File: config.mk
export PLATFORM = sky130hd
export DESIGN_NAME = switch_debounce4
export DESIGN_NICKNAME = d
export VERILOG_FILES = /design/src/rtl/switch_debounce4.sv
export SDC_FILE = /design/constraint.sdc
export NUM_CORES = 1
export LEC_CHECK = 0
export BUFFER_PORTS_ARGS = -buffer_cell sky130_fd_sc_hd__buf_2
export CORE_UTILIZATION = 35
export CTS_BUF_LIST = sky130_fd_sc_hd__clkbuf_4
export DETAILED_ROUTE_END_ITERATION = 7
export GPL_ROUTABILITY_DRIVEN = 0
export PLACE_DENSITY_LB_ADDON = 0.3
export SLEW_MARGIN = 20
export SYNTH_ARGS = -nofsm -noshare
export SYNTH_HDL_FRONTEND = slang
export SYNTH_SLANG_ARGS = --single-unit
File: constraint.sdc
create_clock -name clk -period 2.2 [get_ports clk]
set_input_delay 0.44 -clock clk [delete_from_list [all_inputs] [get_ports clk]]
set_output_delay 0.44 -clock clk [all_outputs]
set_load 0.1 [all_outputs]
File: src/rtl/switch_debounce4.sv
// ---------------------------------------------------------------------------
// switch_debounce4
//
// Purpose:
//   Four-channel switch/button conditioner that sits in front of the 4:3
//   ones-count encoder. Each raw level is brought into the clock domain by a
//   two-flop synchroniser. A per-channel stability counter then accepts a new
//   level only after the synchronised input has disagreed with the current
//   debounced level for DEBOUNCE_TICKS consecutive sample ticks. o_changed
//   strobes for one cycle whenever any debounced output moves, so downstream
//   logic knows when to latch the encoded count.
//
// Parameters:
//   DEBOUNCE_TICKS  consecutive qualifying ticks needed to accept a new level
//                   (legal range 2..65535)
//
// Ports:
//   clk        in   system clock, all state updates on the rising edge
//   rst_n      in   asynchronous active-low reset, clears every flop
//   i_tick     in   sample enable, counters only advance on ticked edges
//   i_a_raw    in   raw asynchronous level, channel A
//   i_b_raw    in   raw asynchronous level, channel B
//   i_c_raw    in   raw asynchronous level, channel C
//   i_d_raw    in   raw asynchronous level, channel D
//   o_a        out  debounced level, channel A (registered)
//   o_b        out  debounced level, channel B (registered)
//   o_c        out  debounced level, channel C (registered)
//   o_d        out  debounced level, channel D (registered)
//   o_changed  out  one-cycle strobe, high in the cycle any of o_a..o_d moves
// ---------------------------------------------------------------------------
module switch_debounce4 #(
  parameter int DEBOUNCE_TICKS = 16
) (
  input  logic clk,
  input  logic rst_n,
  input  logic i_tick,
  input  logic i_a_raw,
  input  logic i_b_raw,
  input  logic i_c_raw,
  input  logic i_d_raw,
  output logic o_a,
  output logic o_b,
  output logic o_c,
  output logic o_d,
  output logic o_changed
);

  // The counter only ever holds 0..DEBOUNCE_TICKS-1, so clog2 bits suffice.
  localparam int CW = (DEBOUNCE_TICKS > 1) ? $clog2(DEBOUNCE_TICKS) : 1;
  localparam logic [CW-1:0] CNT_LAST = CW'(DEBOUNCE_TICKS - 1);

  // Channel index 0..3 maps to A..D throughout.
  logic [3:0]    w_raw;
  logic [3:0]    r_sync1;
  logic [3:0]    r_sync2;
  logic [3:0]    r_level;
  logic [CW-1:0] r_cnt [4];
  logic [3:0]    w_update;
  logic          r_changed;

  assign w_raw = {i_d_raw, i_c_raw, i_b_raw, i_a_raw};

  // A channel accepts its new level on the ticked edge where the counter has
  // already seen DEBOUNCE_TICKS-1 qualifying ticks and the mismatch persists.
  always_comb begin
    w_update = '0;
    for (int i = 0; i < 4; i++) begin
      w_update[i] = (r_sync2[i] != r_level[i]) && i_tick && (r_cnt[i] == CNT_LAST);
    end
  end

  // Two-flop synchroniser per channel; raw levels are fully asynchronous.
  always_ff @(posedge clk or negedge rst_n) begin
    if (!rst_n) begin
      r_sync1 <= '0;
      r_sync2 <= '0;
    end else begin
      r_sync1 <= w_raw;
      r_sync2 <= r_sync1;
    end
  end

  // Stability counters and debounced levels. Any edge where the synchronised
  // input agrees with the accepted level clears the count, tick or not, so a
  // short glitch never accumulates across separate bursts.
  always_ff @(posedge clk or negedge rst_n) begin
    if (!rst_n) begin
      r_level <= '0;
      for (int i = 0; i < 4; i++) begin
        r_cnt[i] <= '0;
      end
    end else begin
      for (int i = 0; i < 4; i++) begin
        if (r_sync2[i] == r_level[i]) begin
          r_cnt[i] <= '0;
        end else if (w_update[i]) begin
          r_level[i] <= r_sync2[i];
          r_cnt[i]   <= '0;
        end else if (i_tick) begin
          r_cnt[i] <= r_cnt[i] + 1'b1;
        end
      end
    end
  end

  // Shared strobe: simultaneous updates on several channels merge into a
  // single pulse aligned with the new levels.
  always_ff @(posedge clk or negedge rst_n) begin
    if (!rst_n) begin
      r_changed <= 1'b0;
    end else begin
      r_changed <= |w_update;
    end
  end

  assign o_a       = r_level[0];
  assign o_b       = r_level[1];
  assign o_c       = r_level[2];
  assign o_d       = r_level[3];
  assign o_changed = r_changed;

endmodule

After elaboration in Yosys (flattened, before gate mapping). Index checks and enable logic that the tools add are counted.

Flip-flop bits (word level): 29. Bits of input ports: 7. Output and inout bits: 5. Word-level logic and storage cells: 60.

$add $sub $neg: 4. Eq/ne operators: 12. Muxes and demuxes: 12. Bitwise operators: 4. Reduce and logical (&&, ||, !) cells: 17.

Operator list (number): 2-to-1 mux 4 bit (12); adder 4 x 1 -> 4 bit, second input constant (4); equality test 4 bit, second input constant (4); nonzero test 3 bit (4); logical AND 1 bit (8); AND reduction 2 bit (4); equality test 1 bit (4); != test 1 bit (4); NOT 1 bit (4); OR reduction 4 bit (1).

Depth between registers and ports, before layout. Gate-level depths: netlist of the first run.

Word-level depth: 5. Depth in mapped cells: 5. Gate-level depth less buffers: 4.

Least setup slack after synthesis of the first run. No wires, ideal clock.

Path type: reg-to-reg. Start: reg r_level[2]. End: reg r_changed, in the netlist o_changed. Library setup time: 0.124 ns. Arrival: 1.540 ns. Required time: 2.076 ns. Path slack: 0.536 ns. Stages on the path, launching flop included: 4. Path buffers: 0. Period minus slack after synthesis: 1.664 ns. Cell sequence: dfrtp_1 xnor2_1 o22ai_1 or2_1.

Longest elaborated chain between the ends: 4.

RTL lines: from (decl) (RTL line 56) `logic [3:0] r_level;`; from (signal, indexed assignment) (RTL line 97) `r_level[i] <= r_sync2[i];`; != test 1 bit (RTL line 68) `w_update[i] = (r_sync2[i] != r_level[i]) && i_tick && (r_cnt[i] == CNT_LAST);`; logical AND 1 bit (2 in a row) (RTL line 68); OR reduction 4 bit (RTL line 112) `r_changed <= |w_update;`; to (signal assigned) (RTL line 112); to (decl) (RTL line 59) `logic r_changed;`.

No other way between the ends. A chain may end at the register's enable or synchronous reset.

Final worst setup path of the first run.
Start: reg r_level[0]. End: out o_a.

RTL lines: to (decl) (RTL line 41) `output logic o_a,`.

No word-level cell between the ends.

==> results of run 1 <==
[cells by family after synthesis]
group,Yosys count,share of synthesized area
XOR/XNOR,8,0.0623
adder cells (fa/ha/maj),4,0.0402
multiplexers,10,0.0844
AND/OR/NAND/NOR,37,0.142
buffers and inverters,3,0.0161
AO/OA/AOI/OAI,14,0.0724
flip-flops,29,0.583
[routing by layer]
metal / vias to the layer above / wire, µm
li1: 405 / -
met4: 0 / 34
met2: 18 / 935
met1: 410 / 1030
met3: 4 / 91
met5: - / 0
[through the flow]
| stage | cell area, µm² | hold slack (ps) | power (mW) | cells |
|---|---|---|---|---|
| after floorplan | 1240 | 144 | 0.622 | 105 |
| after global placement | 1340 | 335 | 0.643 | 159 |
| after detailed placement | 1340 | 337 | 0.648 | 159 |
| after CTS | 1390 | 147 | 0.946 | 167 |
| after global routing | 1390 | 170 | 0.981 | 167 |
| final | 1390 | 123 | 0.929 | 167 |
[flip-flops by register name (all words and copies together) (netlist names)]
| register | cells |
|---|---|
| r_sync1 | 4 |
| r_sync2 | 4 |
| o_changed | 1 |
| r_level | 4 |
| r_cnt | 16 |
[worst max-delay path by stage]
stage / start / to / slack, ps / cells past startpoint
CTS: r_level[0] / o_a / 550 / 1
finish: r_level[0] / o_a / 560 / 1
global route: r_level[0] / o_a / 510 / 1
floorplan: r_level[2] / o_changed / 540 / 3
global placement: i_tick / r_level[0] / 770 / 3
detailed placement: i_tick / r_level[1] / 690 / 3
[placed cells by master (no fill, tap or decap)]
master    synthesis  routed
nand3_1           6       6
clkinv_1          0       2
clkbuf_4          0       5
dfrtp_1          29      29
mux2i_1           6       6
nand3b_1          2       2
buf_2             1      11
nand2b_1          2       2
a31oi_1           2       2
nand4_1           4       4
nor3_1            4       4
a41oi_1           4       4
a21oi_1           6       6
clkinv_2          0       1
xnor2_1           3       3
o22ai_1           2       2
mux2_2            4       4
or2_1             1       1
xor2_1            4       4
nand2_1           4       4
xnor2_2           1       1
nor2_1           14      14
ha_1              4       4
[layout make-up]
class                      instances  area [µm²]
tap                               46        57.6
sequential                        29         726
clock buffer                       5        37.5
multi-input combinational         73         499
timing repair buffer              11        55.1
fill                             336        1980
clock inverter                     3        12.5
[power breakdown]
part	switching, mW	internal [mW]	total [mW]
combinational	0.0392	0.0261	0.0653
sequential	0.0191	0.552	0.571
clock	0.177	0.115	0.292
total	0.235	0.693	0.929
==> out/results.ini, run 1 <==
[floorplanning]
num_rows = 21
die_span_in_y_um = 61.6
core_area_um2 = 3360
floorplan.initialDensity = 0.370
die_w_um = 61.6
dieArea_um2 = 3800
boundaryPins = 12

[cells_and_area]
synthToLayoutAreaGrowth_pct = 11.5
drive_gt1_frac = 0.182
layout.core_utilization = 0.413
nNetsFinal = 131
num_antenna_cells = 0

[worst_setup_path]
cp_cell_sequence = buf_2
worstSetupPathType = reg -> out
startpoint_type = register
crit_arrival_ps = 1200
kind_of_capture_point_of_the_worst_setup_path = primary output
worst-r2r-setup-slack_ps = 870
path_max_fanout = 3
worstReg2RegEnd = o_changed
cpPeakStageDelay_ps = 450
rr_startpoint = r_level[2]
timing.critical_path.max_delay_family = buffers and inverters
worstPathBufferInverterCount = 1
slowest_stage = buf_2
cp_data_required_time_ps = 1760
reg2regPathDepth = 3

[status]
outcome = finished clean

[timing]
skew_ps = 7.70
post-route-min-period_ps = 1640
finalSetupTns_ps = 0
final.setup.worst_slack_ps = 565
timing_hold_violations_final = 0
report.final.slew_viol_count = 0
setup-violations-final = 0
setup_repair_after_global_routing_missed_its_margin = false
max_slew.worst_pin.slew_ps = 633
final.period_utilization = 0.743
highest_clock_rate_mhz = 612
max-slew-margin-rel = 0.578

[cts]
num_cts_buffers = 5
clk_transition_reported_paths_ps = 90
ctsLongestPathBuffers = 2
cts_setup_buffers = 0
cts_max_level = 2
cts_sinks = 29
clk_latency_ps = 320
cts_hold_buf = 0
cts_tree = yes
root_buffer = clkbuf_4
post_cts.resized_instances = 0

[grt]
first_global_vias = 836
global_routing_usage_summed_across_all_routing_layers = 0.129
grt_start_max_net_pins = 30
gr-usage-met2 = 0.186
globalRoute.totalOverflow = 0
top_usage_layer = met2
grt_first_pass_wirelength_um = 3420
met3_usage = 0.0672
antenna_found_initial = 0
global_route.usage.met1 = 0.155

[hold_path]
hold_class = in -> async

[placed_design]
portBuffers = 11
dp_slack_ps = 693
dp_hpwl_um = 1430

[drt]
antenna_nets_post_route = 0
drt_pass1_iterations = 4
post_drt_via_cell_ratio = 5.01
via_count = 837
wl_um = 2090
drt_iter0_markers = 33
drcViolationCount = 0
route.detailed.wl_per_inst_um = 12.5

[yosys]
synth_top_area_share = 0.583
postSynthAreaPerCell_um2 = 11.9
synth_area_um2 = 1240
synth_cell_type_count = 21
synth_warn = 0
synthesis.nets = 116
post_synthesis_sequential_element_count = 29
post_synth_edffs = 0
yosys.area.top_type = dfrtp_1
synth_top_flop_cell = dfrtp_1
synth-seq-area-share = 0.583
cells_after_synth = 105
synth.top_cells.by_area = dfrtp_1 (58%), mux2i_1 (4.8%), nor2_1 (4.2%)
ys_top_cells_by_count = dfrtp_1 (29), nor2_1 (14), a21oi_1 (6), mux2i_1 (6), nand3_1 (6)
proportion_of_synthesized_flip_flops_having_asynchronous_set_or_reset = 1.00
synth_most_common_cell = dfrtp_1

[power_and_ir_drop]
standby_leakage_power_nw = 0.637
ir_drop_v = 0.000357
areal_power_density_over_the_cells_nw_per_um2 = 669

[job]
max_cap_viol_count = 0

(Power assumes the default switching activity.)
==> inputs of run 2 (changes only) <==
clock period = 1.65 ns   (was 2.2 ns; I/O delays follow)
==> out/results.ini, run 2 (synthesis gave the netlist of run 1 again) <==
[timing]
max-slew-margin-rel = 0.583  ; was 0.578
skew_ps = 10.8  ; was 7.70 ps
post-route-min-period_ps = 1520
setup-violations-final = 0  ; unchanged
setup_repair_after_global_routing_missed_its_margin = false  ; unchanged
max_slew.worst_pin.slew_ps = 625  ; was 633 ps
highest_clock_rate_mhz = 659
finalSetupTns_ps = 0  ; unchanged
final.period_utilization = 0.920
report.final.slew_viol_count = 0  ; unchanged
timing_hold_violations_final = 0  ; unchanged

[cts]
root_buffer = clkbuf_4  ; unchanged
cts_setup_buffers = 0  ; unchanged
cts_tree = yes  ; unchanged
post_cts.resized_instances = 0  ; unchanged
clk_transition_reported_paths_ps = 90  ; about the same
cts_sinks = 29  ; unchanged
cts_max_level = 2  ; unchanged
ctsLongestPathBuffers = 2  ; unchanged
num_cts_buffers = 5  ; unchanged
clk_latency_ps = 330  ; was 320 ps
cts_hold_buf = 0  ; unchanged

[drt]
antenna_nets_post_route = 0  ; unchanged
via_count = 845  ; was 837
drcViolationCount = 0  ; unchanged
drt_iter0_markers = 14  ; was 33
route.detailed.wl_per_inst_um = 12.6  ; was 12.5 µm
drt_pass1_iterations = 4  ; unchanged
wl_um = 2150  ; was 2090 µm
post_drt_via_cell_ratio = 4.94  ; was 5.01

[worst_setup_path]
kind_of_capture_point_of_the_worst_setup_path = primary output  ; unchanged
path_max_fanout = 3  ; unchanged
timing.critical_path.max_delay_family = buffers and inverters  ; unchanged
rr_startpoint = r_cnt[0]  ; was r_level[2]
worstReg2RegEnd = r_level[3]  ; was o_changed
crit_arrival_ps = 1190  ; was 1200 ps
reg2regPathDepth = 3  ; unchanged
cp_cell_sequence = buf_2  ; unchanged
cpPeakStageDelay_ps = 450  ; about the same
worst-r2r-setup-slack_ps = 340  ; was 870 ps
worstPathBufferInverterCount = 1  ; unchanged
worstSetupPathType = reg -> out  ; unchanged
cp_data_required_time_ps = 1320  ; was 1760 ps
slowest_stage = buf_2  ; unchanged
startpoint_type = register  ; unchanged

[floorplanning]
num_rows = 21  ; unchanged
dieArea_um2 = 3800  ; unchanged
boundaryPins = 12  ; unchanged
floorplan.initialDensity = 0.370  ; unchanged
core_area_um2 = 3360  ; unchanged
die_span_in_y_um = 61.6  ; unchanged
die_w_um = 61.6  ; unchanged

[hold_path]
hold_class = in -> async  ; unchanged

[power_and_ir_drop]
power.share.clock = 0.313  ; was 0.315
ir_drop_v = 0.000414  ; was 0.000357 V
internal-power_mw = 0.930  ; was 0.693 mW
share_of_power_burned_in_registers = 0.611  ; was 0.615
swShare = 0.253  ; about the same
standby_leakage_power_nw = 0.653  ; was 0.637 nW
pwr-share-comb = 0.076  ; was 0.070
areal_power_density_over_the_cells_nw_per_um2 = 877  ; was 669 nW/µm²
switching_power_mw = 0.315  ; was 0.235 mW
report.power.total_mw = 1.25  ; was 0.929 mW

[cells_and_area]
layout.cell_area.non_filler_um2 = 1420  ; was 1390 µm²
nFillCells = 358  ; was 336
most_common_library_cell_in_the_layout_ignoring_fill_and_taps = dfrtp_1  ; unchanged
num_antenna_cells = 0  ; unchanged
drive_gt1_frac = 0.224  ; was 0.182
synthToLayoutAreaGrowth_pct = 14.1  ; was 11.5%
nNetsFinal = 135  ; was 131
layout.core_utilization = 0.422  ; was 0.413
final-instance-count-excl-fill = 171  ; was 167
multiInputGateArea_um2 = 499  ; unchanged
largest_register_ff_count = 16  ; unchanged
regArea_um2 = 728  ; was 726 µm²
regMostFlops = r_cnt  ; unchanged
layout.cells.most_common_list = dfrtp_1 (27), nor2_1 (14), buf_2 (11)  ; was dfrtp_1 (29), nor2_1 (14), buf_2 (11)

[job]
max_cap_viol_count = 0  ; unchanged

[grt]
first_global_vias = 881  ; was 836
global_routing_usage_summed_across_all_routing_layers = 0.149  ; was 0.129
grt_first_pass_wirelength_um = 3860  ; was 3420 µm
antenna_found_initial = 0  ; unchanged
globalRoute.totalOverflow = 0  ; unchanged
grt_start_max_net_pins = 30  ; unchanged

[placed_design]
dpl-instance-area_um2 = 1370  ; was 1340 µm²
dp_hpwl_um = 1520  ; was 1430 µm
dp.cells = 163  ; was 159
portBuffers = 11  ; unchanged

[status]
outcome = finished clean  ; unchanged

-- run 2: layout make-up --
| class | count | area share |
|---|---|---|
| sequential | 29 | 0.513 |
| multi-input combinational | 73 | 0.352 |
| tap | 46 | 0.0405 |
| clock buffer | 5 | 0.0264 |
| timing repair buffer | 15 | 0.0599 |
| clock inverter | 3 | 0.00881 |
-- run 2: stage by stage --
stage	hold WS (ps)	worst slack [ps]
floorplan	34.4	5.91
global placement	332	369
detailed placement	336	344
CTS	19.8	95.5
global route	55.5	61.9
finish	10.9	132
-- run 2: worst max path at each step --
stage / depth (start not counted) / to / startpoint / slack [ps]
final: 1 / o_a / r_level[0] / 130
after global routing: 1 / o_a / r_level[0] / 60
after CTS: 1 / o_a / r_level[0] / 100
after detailed placement: 3 / r_level[2] / i_tick / 340
after global placement: 3 / r_level[1] / i_tick / 370
after floorplan: 3 / o_changed / r_level[3] / 6
-- run 2: power groups by stage --
stage / logic [mW] / clock network [mW] / registers (mW)
after detailed placement: 0.0969 / 0 / 0.775
after CTS: 0.0972 / 0.415 / 0.761
after global routing: 0.109 / 0.444 / 0.765
after global placement: 0.0913 / 0 / 0.772
final: 0.0946 / 0.390 / 0.761
after floorplan: 0.0599 / 0 / 0.769
-- run 2: routing by layer --
metal | track usage | up-vias | wire length (µm)
met5 | 0 | - | 0
met2 | 0.226 | 14 | 1040
met1 | 0.174 | 412 | 934
met4 | 0.0857 | 0 | 57
met3 | 0.0693 | 6 | 124
li1 | - | 413 | -
